`config.mk`:
```
export PLATFORM = sky130hd
export DESIGN_NAME = card_draw_arbiter
export DESIGN_NICKNAME = d
export VERILOG_FILES = /design/src/rtl/card_draw_arbiter.sv
export SDC_FILE = /design/constraint.sdc
export NUM_CORES = 1
export LEC_CHECK = 0
export ABC_AREA = 1
export BUFFER_PORTS_ARGS = -buffer_cell sky130_fd_sc_hd__buf_4
export CORE_MARGIN = 5
export CORE_UTILIZATION = 53
export CTS_BUF_LIST = sky130_fd_sc_hd__clkbuf_16
export DETAILED_ROUTE_END_ITERATION = 16
export PLACE_DENSITY = 0.74
export SLEW_MARGIN = 40
export SYNTH_ARGS = -nofsm -noshare
export SYNTH_HDL_FRONTEND = slang
export SYNTH_SLANG_ARGS = --single-unit
export TNS_END_PERCENT = 10
```
`constraint.sdc`:
```
create_clock -name clk -period 5.3 [get_ports clk]
set_clock_uncertainty 0.15 [all_clocks]
set_input_delay 0.53 -clock clk [delete_from_list [all_inputs] [get_ports clk]]
set_output_delay 0.53 -clock clk [all_outputs]
set_load 0.005 [all_outputs]
```
`src/rtl/card_draw_arbiter.sv`:
```
// -----------------------------------------------------------------------------
// card_draw_arbiter
//
// Deals cards from a single deck to two requesters (player and dealer). A
// round-robin arbiter picks the requester, a random value is fetched and
// reduced into the deck range, and dealt cards are skipped by linear probing
// until a free card is found. Rank and suit are decoded on delivery.
//
// Ports
//   clk          - clock, rising edge
//   reset        - synchronous active-high reset
//   player_req   - player level request for one card
//   dealer_req   - dealer level request for one card
//   shuffle      - return all cards to the deck (honoured in IDLE only)
//   rand_value   - random value, sampled while rand_request is high
//   rand_request - one-cycle random value request (FETCH state)
//   grant_player - player is being served
//   grant_dealer - dealer is being served
//   card_valid   - one-cycle card delivery strobe
//   card_index   - dealt card, 0..DECK_SIZE-1
//   card_rank    - card rank, 1..13 (1 = ace)
//   card_suit    - card suit, 0..3
//   deck_empty   - all DECK_SIZE cards have been dealt
//   busy         - a transaction is in progress (state is not IDLE)
// -----------------------------------------------------------------------------
module card_draw_arbiter #(
   parameter int DECK_SIZE = 52,
   parameter int IDX_W     = 6
) (
   input  logic             clk,
   input  logic             reset,
   input  logic             player_req,
   input  logic             dealer_req,
   input  logic             shuffle,
   input  logic [IDX_W-1:0] rand_value,
   output logic             rand_request,
   output logic             grant_player,
   output logic             grant_dealer,
   output logic             card_valid,
   output logic [IDX_W-1:0] card_index,
   output logic [3:0]       card_rank,
   output logic [1:0]       card_suit,
   output logic             deck_empty,
   output logic             busy
);

   localparam int CNT_W = $clog2(DECK_SIZE + 1);

   typedef enum logic [1:0] {
      IDLE,
      FETCH,
      CHECK,
      DELIVER
   } state_t;

   state_t               state;
   state_t               next_state;
   logic [IDX_W-1:0]     cand;
   logic [IDX_W-1:0]     cand_eff;
   logic [IDX_W-1:0]     cand_next;
   logic [DECK_SIZE-1:0] dealt;
   logic [CNT_W-1:0]     dealt_cnt;
   logic                 last_player;   // 1: player was served most recently
   logic                 win_player;
   logic                 win_dealer;
   logic                 do_shuffle;
   logic                 hit;

   assign deck_empty   = (dealt_cnt == CNT_W'(DECK_SIZE));
   assign busy         = (state != IDLE);
   assign rand_request = (state == FETCH);

   // NOTE: every signal written here gets a default first so no path leaves it
   // unassigned; otherwise synthesis infers a latch to hold the old value.
   always_comb begin
      next_state = state;
      win_player = 1'b0;
      win_dealer = 1'b0;
      do_shuffle = 1'b0;
      // A raw random value is at most 2*DECK_SIZE-1 for the default sizing, so
      // a single conditional subtract brings it into range. After the first
      // CHECK cycle the candidate is already in range and this is a no-op.
      cand_eff   = (cand >= IDX_W'(DECK_SIZE)) ? cand - IDX_W'(DECK_SIZE) : cand;
      cand_next  = (cand_eff == IDX_W'(DECK_SIZE - 1)) ? '0 : cand_eff + IDX_W'(1);
      hit        = dealt[cand_eff];

      unique case (state)
         IDLE: begin
            if (shuffle) begin
               // Shuffle wins over same-cycle requests; they are accepted next cycle.
               do_shuffle = 1'b1;
            end else if (!deck_empty) begin
               if (player_req && dealer_req) begin
                  win_player = !last_player;
                  win_dealer = last_player;
               end else begin
                  win_player = player_req;
                  win_dealer = dealer_req;
               end
               if (win_player || win_dealer) begin
                  next_state = FETCH;
               end
            end
         end
         FETCH:   next_state = CHECK;
         CHECK:   if (!hit) next_state = DELIVER;
         DELIVER: next_state = IDLE;
         default: next_state = IDLE;
      endcase
   end

   // NOTE: sequential state uses non-blocking assignments so every register
   // samples the pre-edge values, independent of statement order.
   always_ff @(posedge clk) begin
      if (reset) begin
         state <= IDLE;
      end else begin
         state <= next_state;
      end
   end

   // NOTE: the dealt bitmap is a plain register bank, not a RAM, so it can be
   // cleared by reset and by shuffle in a single cycle.
   always_ff @(posedge clk) begin
      if (reset) begin
         cand         <= '0;
         dealt        <= '0;
         dealt_cnt    <= '0;
         last_player  <= 1'b0;   // dealer "served last" so player wins first
         grant_player <= 1'b0;
         grant_dealer <= 1'b0;
         card_valid   <= 1'b0;
         card_index   <= '0;
         card_rank    <= '0;
         card_suit    <= '0;
      end else begin
         card_valid <= 1'b0;

         if (do_shuffle) begin
            dealt     <= '0;
            dealt_cnt <= '0;
         end

         if (win_player) begin
            grant_player <= 1'b1;
            last_player  <= 1'b1;
         end
         if (win_dealer) begin
            grant_dealer <= 1'b1;
            last_player  <= 1'b0;
         end

         if (state == FETCH) begin
            cand <= rand_value;
         end

         if (state == CHECK) begin
            if (hit) begin
               cand <= cand_next;   // linear probe, one card per cycle
            end else begin
               card_valid        <= 1'b1;
               card_index        <= cand_eff;
               card_rank         <= 4'(cand_eff % IDX_W'(13)) + 4'd1;
               card_suit         <= 2'(cand_eff / IDX_W'(13));
               dealt[cand_eff]   <= 1'b1;
               dealt_cnt         <= dealt_cnt + CNT_W'(1);
            end
         end

         if (state == DELIVER) begin
            grant_player <= 1'b0;
            grant_dealer <= 1'b0;
         end
      end
   end

endmodule

```
# --- After elaboration in Yosys (flattened, before gate mapping) ---
# Cells that the tools add are included.
classes:
  addsub: 4
  div: 2
  order_cmp: 3
  eq_ne: 9
  muxes: 38
  bitwise_logic: 3
  reduce_logical: 11
ops:
  columns: ["op", "count"]
  rows:
  - ["$mux 52", 4]
  - ["$or 52x52->52", 1]
  - ["$mux 6", 8]
  - ["$mux 1", 19]
  - ["$add 6x1->6 const B", 2]
  - ["$eq 6x6->1 const B", 2]
  - ["$mux 2", 4]
  - ["$ne 2x2->1 const B", 4]
  - ["$pmux 2 s4", 1]
  - ["$lt 6x7->1 const B", 1]
  - ["$bmux 1 s6", 1]
  - ["$demux 1 s6", 1]
  - ["$div 6x4->6 const B", 1]
  - ["$ge 6x1->1 const B", 1]
  - ["$ge 6x6->1 const B", 1]
  - ["$mod 6x4->6 const B", 1]
  - ["$reduce_or 2->1", 3]
  - ["$sub 6x6->6 const B", 1]
  - ["$add 4x1->4 const B", 1]
  - ["$eq 2x2->1 const B", 2]
  - ["$reduce_and 4->1", 1]
  - ["$eq 2x1->1 const B", 1]
  - ["$logic_and 1x1->1", 2]
  - ["$logic_not 2->1", 1]
  - ["5 further kinds", 6]
word_totals:
  regBits: 82
  inputBits: 11
  out_inout_bits: 18
  wordCells: 81

# --- Logic depth before layout (Yosys ltp) ---
# Gate-level depths: netlist of run 1.
logic_depth:
  ltp_word: 10
  depth_mapped: 30
  depth_no_buf: 29

# --- Least setup slack after synthesis of run 1 ---
# OpenSTA, ideal clock, no wires.
synth_path:
  path_type: "register to register"
  start: "reg cand[0]"
  end: "reg card_rank[2]"
  setup_time_ps: 113
  arrival_ps: 3769
  required_ps: 5037
  slack_ps: 1268
  stages_incl_launch_ff: 28
  n_path_buf: 1
  period_less_slack_ps: 4032
  path_cell_list: "dfxtp_1 -> buf_2 -> clkinv_2 -> ha_1 -> nand2_1 -> nand2_1 -> nand2_1 -> nand2_1 -> nand2_1 -> inv_2 -> a21oi_1 -> ha_1 -> nand2_1 -> nand2_2 -> nand2_1 -> nand2_1 -> and2_1 -> ha_1 -> inv_1 -> or2_2 -> nand3_4 -> nand2_4 -> nand2_1 -> nand2_1 -> ha_1 -> xor2_1 -> o21ai_1 -> inv_1"
synth_between:
  elab_chain_len: 6
  elab_cells_between_ends: 9
  classes_between: "add/sub: 2; div: 1; order compare: 1; mux: 3; bitwise: 1; reduce/logical: 1"
synth_rtl:
  columns: ["element", "line", "rtl"]
  rows:
  - ["start, declared", "58", "logic [IDX_W-1:0] cand;"]
  - ["start signal, assigned", "154", "cand <= rand_value;"]
  - ["start signal, assigned", "159", "cand <= cand_next;"]
  - ["$sub 6x6->6 or $ge 6x6->1 (tied branches)", "83", "cand_eff = (cand >= IDX_W'(DECK_SIZE)) ? cand - IDX_W'(DECK_SIZE) : cand;"]
  - ["$mux 6 (*)", "83", null]
  - ["parallel branches: the longest is 4 deep, another holds $mod 6x4->6", null, null]
  - ["end signal, assigned", "163", "card_rank <= 4'(cand_eff % IDX_W'(13)) + 4'd1;"]
  - ["end, declared", "41", "output logic [3:0] card_rank,"]
# Mark *: on every way between the ends. The select of a mux whose other input is x is not followed.
# A chain may end at the register's enable or synchronous reset.

# --- Worst setup path after layout of run 1 ---
# Ends and elaborated chain as after synthesis.

==> results.yml, run 1 <==
synthesis:
  synth_seq_area_share_pct: 37.44
  ys_ff_latch: 82
  ys_types: 36
  ys_warn_count: 0
  ys_top_cells_by_count: "nand2_1, inv_1, dfxtp_1"
  synth-edff-count: 0
  synth_fp_nets: 656
  syn_area_per_cell_um2: 6.970
  syn-cell-area_um2: 4384
  synth_area_leader_cell: "dfxtp_1"
  synthCells: 629
  post-synth-top-count-cell: "nand2_1"
  async_reset_ff_share_pct: 0
  synth_top_area_share_pct: 37.44
  ys_top_cells_by_area: "dfxtp_1, nand2_1, o22ai_1"
  synth_flop_cell: "dfxtp_1"
timing:
  worst_pin_slew_ns: 0.6968
  grt_setup_unrepaired: "false"
  relSlewSlack_pct: 53.50
  holdWs_ns: 0.3090
  setup_tns_ns: 0
  hold_violations: 0
  setup_viol: 0
  fin_crit_ns: 4.717
  fmaxAchievable_mhz: 212.0
  slew_viol_final: 0
  fin_crit_sh_pct: 89.00
  postLayoutSetupSlackWorst_ns: 0.5829
worst_setup_path:
  start_kind: "flop"
  path_max_fanout: 12
  cp-end-kind: "flop"
  arrival_ns: 4.81
  crit_type: "flop to flop"
  worst_ep_required_time_ns: 5.39
global_routing:
  grt_pass1_wl_mm: 18.80
  grt_max_degree: 40
  grt_overflow: 0
  grt_pass1_vias: 3972
  grt_antenna_before_repair: 0
  grt_usage_pct: 23.09
detailed_routing:
  wl_per_cell_um: 14.66
  viasPerCell: 5.453
  dr.pass1.iters: 5
  routed_wl_mm: 11.17
  drcViolationCount: 0
  ant_nets: 0
  drtIter0Drc: 252
  vias: 4155
power:
  p_per_area_nw_per_um2: 430.1
  leakage_nw: 2.033
  vdd_ir_drop_max_uv: 274.7
floorplanning:
  rows: 33
  core_um2: 8134
  pin_count: 29
  dieArea_um2: 10190
  initial_utilization_pct: 53.90
  die_w_um: 101.0
  dieHeight_um: 101.0
clock_tree:
  clockBufferDepth: 2
  postCtsSetupRepairBufs: 0
  cts_made_buffers: 9
  cts.htree.levels: 3
  cts_resized: 0
  cts_root_buf: "clkbuf_16"
  clk_pin_slew_ns: 0.06
  cts.sinks: 82
  clk_latency_ns: 0.35
  tritoncts: "yes"
  cts_hold_buf: 0
outcome:
  status: "completed"
place:
  gp_congestion: 0.9132
  io_buffer_count: 28
  dp_hpwl_mm: 7.790
  pre_cts_ws_ns: 0.6235
  dp_cells: 746
cells_and_area:
  fin_cells: 762
  fin_nets: 679
  drive_above_1_share_pct: 14.31
  area_delta_synth_final_pct: 12.41
  nFillCells: 726
  fin_util_pct: 60.59
  antennaDiodeCount: 0
job:
  maxCapViolations: 0
worst_hold_path:
  hold_path_class: "primary input to flop"
[final timing paths]
kind	endpoint	startpoint	depth (start not counted)	slack, ns
setup / recovery	card_rank[2]	cand[0]	26	0.58
hold / removal	last_player	shuffle	3	0.31
setup reg to reg	card_rank[2]	cand[0]	26	0.58
hold reg to reg	dealt[11]	dealt[11]	2	0.31
[per-stage QoR]
step                power, mW  instance area, um2
floorplan               1.308                4384
global placement        1.507                4649
detailed placement      1.523                4652
CTS                     2.115                4928
global route            2.258                4928
finish                  2.120                4928
[critical path, stage by stage (launching register included)]
cell      delay (ns)
dfxtp_1         0.65
clkinv_2        0.35
ha_1            0.30
nand2_1         0.06
nand2_1         0.10
nand2_1         0.13
nand2_1         0.06
nand2_1         0.20
inv_2           0.16
a21oi_1         0.24
ha_1            0.24
nand2_1         0.08
nand2_2         0.09
nand2_1         0.10
nand2_1         0.08
and2_1          0.19
ha_1            0.18
inv_1           0.05
or2_2           0.30
nand3_4         0.13
nand2_4         0.09
nand2_1         0.06
nand2_1         0.09
ha_1            0.22
xor2_1          0.16
o21ai_1         0.12
inv_1           0.05
[layout make-up]
class                   instances  area (um2)  area share [%]
clock buffers                   9       225.2           4.570
clock inverters                 7       51.30           1.041
inverters                      98       369.1           7.489
multi-input cells             428        2262           45.90
flip-flops and latches         82        1642           33.31
well taps                     105       131.4           2.666
repair buffers                 33       247.7           5.027
[kinds of logic (layout without fill, tap and decap cells)]
group,count (synthesis),in the layout,share of synthesized area (%)
DFF,82,82,37.44
buffers and inverters,119,147,11.02
adders and majority gates,16,16,4.566
muxes,1,1,0.2283
and+or+nand+nor,279,279,29.05
xor gates and xnor gates,7,7,1.398
AOI/OAI and AO/OA,125,125,16.30
[sequential cells by signal, summed over array words and instances, names as in the netlist]
register and flops:
card_rank 4, card_valid 1, state 2, grant_dealer 1, card_suit 2, dealt_cnt 6
card_index 6, dealt 52, grant_player 1, last_player 1, cand 6
[metal layers]
layer	GRT usage, %	vias up	share of wire [%]
li1	-	2085	-
met1	29.89	1919	45
met2	37.62	124	47
met3	5.398	27	5.7
met4	8.180	0	2.3
met5	0	-	0
[power by group]
group / internal [mW] / switching [mW] / total, mW
sequential: 0.673 / 0.0455 / 0.718
clock: 0.321 / 0.272 / 0.592
combinational: 0.253 / 0.556 / 0.809
[placed cells by master, fill, tap and decap left out, types with 2 or more instances in the layout]
cell       count
a21oi_1       27
a21oi_2        2
buf_4         33
clkbuf_16      9
clkinv_2       2
dfxtp_1       82
ha_1          16
inv_1         86
inv_2         11
inv_6          3
nand2_1      172
nand2_2        8
nand2_4        2
nand3_1       24
nand3_2        5
nand3_4        2
nand4_1        5
nor2_1        38
nor2_2         7
nor2_4         2
nor3_1         3
nor3_2         2
nor3_4         2
nor4_1         2
o2111ai_1      2
o21ai_0       29
o21ai_1        7
o22ai_1       56
or2_2          2
xor2_1         7
Power figures use the tool's default switching activity.
==> inputs of run 2 (changes only) <==
--- a/config.mk
+++ b/config.mk
@@ -11,7 +11,8 @@
 export CORE_UTILIZATION = 53
 export CTS_BUF_LIST = sky130_fd_sc_hd__clkbuf_16
 export DETAILED_ROUTE_END_ITERATION = 16
-export PLACE_DENSITY = 0.74
+export MAX_ROUTING_LAYER = met4
+export PLACE_DENSITY = 0.71
 export SLEW_MARGIN = 40
 export SYNTH_ARGS = -nofsm -noshare
 export SYNTH_HDL_FRONTEND = slang
==> run 2 against run 1 <==
Cell count is 0.13% higher; via count shrank 0.41%; die area unchanged; core utilization grew 0.092 points; total power down 0.20%; global-route usage up 0.20 points; critical path type unchanged.
==> results.yml, run 2 (synthesized netlist as in run 1, its figures left out) <==
clock_tree:
  clk_pin_slew_ns: 0.06
  cts_resized: 0
  cts_made_buffers: 9
  postCtsSetupRepairBufs: 0
  cts_hold_buf: 0
  clockBufferDepth: 2
  tritoncts: "yes"
  cts_root_buf: "clkbuf_16"
  cts.htree.levels: 3
  cts.sinks: 82
  clk_latency_ns: 0.34
cells_and_area:
  layout_commonest_cell: "nand2_1"
  fin_nets: 680
  drive_above_1_share_pct: 14.59
  largest_reg_flops: 52
  final_cell_mix: "nand2_1, inv_1, dfxtp_1"
  fin_util_pct: 60.68
  antennaDiodeCount: 0
  area_delta_synth_final_pct: 12.59
  nFillCells: 760
  largest_register: "dealt"
worst_setup_path:
  start_kind: "flop"
  regToRegStartpoint: "cand[0]"
  crit_type: "flop to flop"
  rrSetupSlack_ns: 0.54
  path_max_fanout: 12
  worst-path-buf-inv: 4
  startpoint: "cand[0]"
  cpLargestDelayFamily: "simple AND/OR/NAND/NOR gates"
  worst_ep_required_time_ns: 5.38
  cp-end-kind: "flop"
  cp_common_cell: "nand2_1"
  arrival_ns: 4.84
  cpPeakStageDelay_ns: 0.65
  cp_slowest_cell: "dfxtp_1"
global_routing:
  grt_usage_pct: 23.29
  grt_pass1_vias: 3831
  grt_pass1_wl_mm: 18.39
  grt_antenna_before_repair: 0
  grt_max_degree: 40
  grt_overflow: 0
floorplanning:
  dieArea_um2: 10190
  pin_count: 29
  rows: 33
  core_um2: 8134
  die_w_um: 101.0
  initial_utilization_pct: 53.90
  dieHeight_um: 101.0
place:
  dp_hpwl_mm: 7.840
  gp_congestion: 0.9465
  io_buffer_count: 28
timing:
  grt_setup_unrepaired: "false"
  setup_viol: 0
  fin_crit_sh_pct: 89.78
  worst_pin_slew_ns: 0.7345
  slew_viol_final: 0
  setup_tns_ns: 0
  holdWs_ns: 0.3088
  fmaxAchievable_mhz: 210.2
  relSlewSlack_pct: 50.77
  fin_crit_ns: 4.758
  hold_violations: 0
detailed_routing:
  dr.pass1.iters: 5
  viasPerCell: 5.423
  drcViolationCount: 0
  vias: 4138
  drtIter0Drc: 183
  ant_nets: 0
  routed_wl_mm: 11.13
  wl_per_cell_um: 14.59
power:
  p_per_area_nw_per_um2: 428.6
  vdd_ir_drop_max_uv: 274.3
  leakage_nw: 2.037
worst_hold_path:
  hp-start: "dealt[12]"
  hold_path_class: "flop to flop"
job:
  maxCapViolations: 0
outcome:
  status: "completed"
==> run 2: cell type report <==
| class | count | area, um2 | share of cell area [%] |
|---|---|---|---|
| inverters | 98 | 369.1 | 7.478 |
| well taps | 105 | 131.4 | 2.662 |
| repair buffers | 34 | 255.2 | 5.171 |
| flip-flops and latches | 82 | 1642 | 33.26 |
| clock inverters | 7 | 51.30 | 1.039 |
| multi-input cells | 428 | 2262 | 45.83 |
| clock buffers | 9 | 225.2 | 4.563 |
==> run 2: worst paths after layout <==
kind                  end  depth (start not counted)
min             dealt[12]                          2
min reg2reg     dealt[12]                          2
max reg2reg  card_rank[2]                         26
max          card_rank[2]                         26
==> run 2: power breakdown <==
| group | internal [mW] | total (mW) | leakage, nW | switching [mW] |
|---|---|---|---|---|
| registers | 0.673 | 0.718 | 0.663 | 0.0448 |
| logic | 0.255 | 0.812 | 1.24 | 0.557 |
| clock network | 0.321 | 0.586 | 0.133 | 0.265 |
==> run 2: per-stage QoR <==
| step | power, mW | instance area [um2] | std cells | setup WS [ns] |
|---|---|---|---|---|
| 2_1_floorplan | 1.308 | 4384 | 629 | 1.268 |
| 3_3_place_gp | 1.516 | 4657 | 747 | 0.8532 |
| 3_5_place_dp | 1.529 | 4659 | 747 | 0.5995 |
| 4_1_cts | 2.117 | 4936 | 763 | 0.5552 |
| 5_1_grt | 2.252 | 4936 | 763 | 0.1505 |
| 6_report | 2.115 | 4936 | 763 | 0.5416 |
==> run 2: worst reg2reg max path, stage by stage, from the launching register on <==
cell and delay (ns):
dfxtp_1 0.65, clkinv_2 0.35, ha_1 0.29, nand2_1 0.05, nand2_1 0.10, nand2_1 0.12, nand2_1 0.06, nand2_1 0.21
inv_2 0.16, a21oi_1 0.25, ha_1 0.24, nand2_1 0.08, nand2_2 0.09, nand2_1 0.11, nand2_1 0.09, and2_1 0.20
ha_1 0.19, inv_1 0.05, or2_2 0.29, nand3_4 0.13, nand2_4 0.09, nand2_1 0.07, nand2_1 0.09, ha_1 0.21
xor2_1 0.16, o21ai_1 0.12, inv_1 0.05
==> run 2: metal layers <==
metal / part of all wire [%] / vias to the layer above / global-route usage, %
met3: 5.0 / 21 / 3.322
met2: 46 / 120 / 36.15
met4: 2.5 / 0 / 10.33
met1: 46 / 1917 / 30.18
li1: - / 2080 / -
met5: 0 / - / -
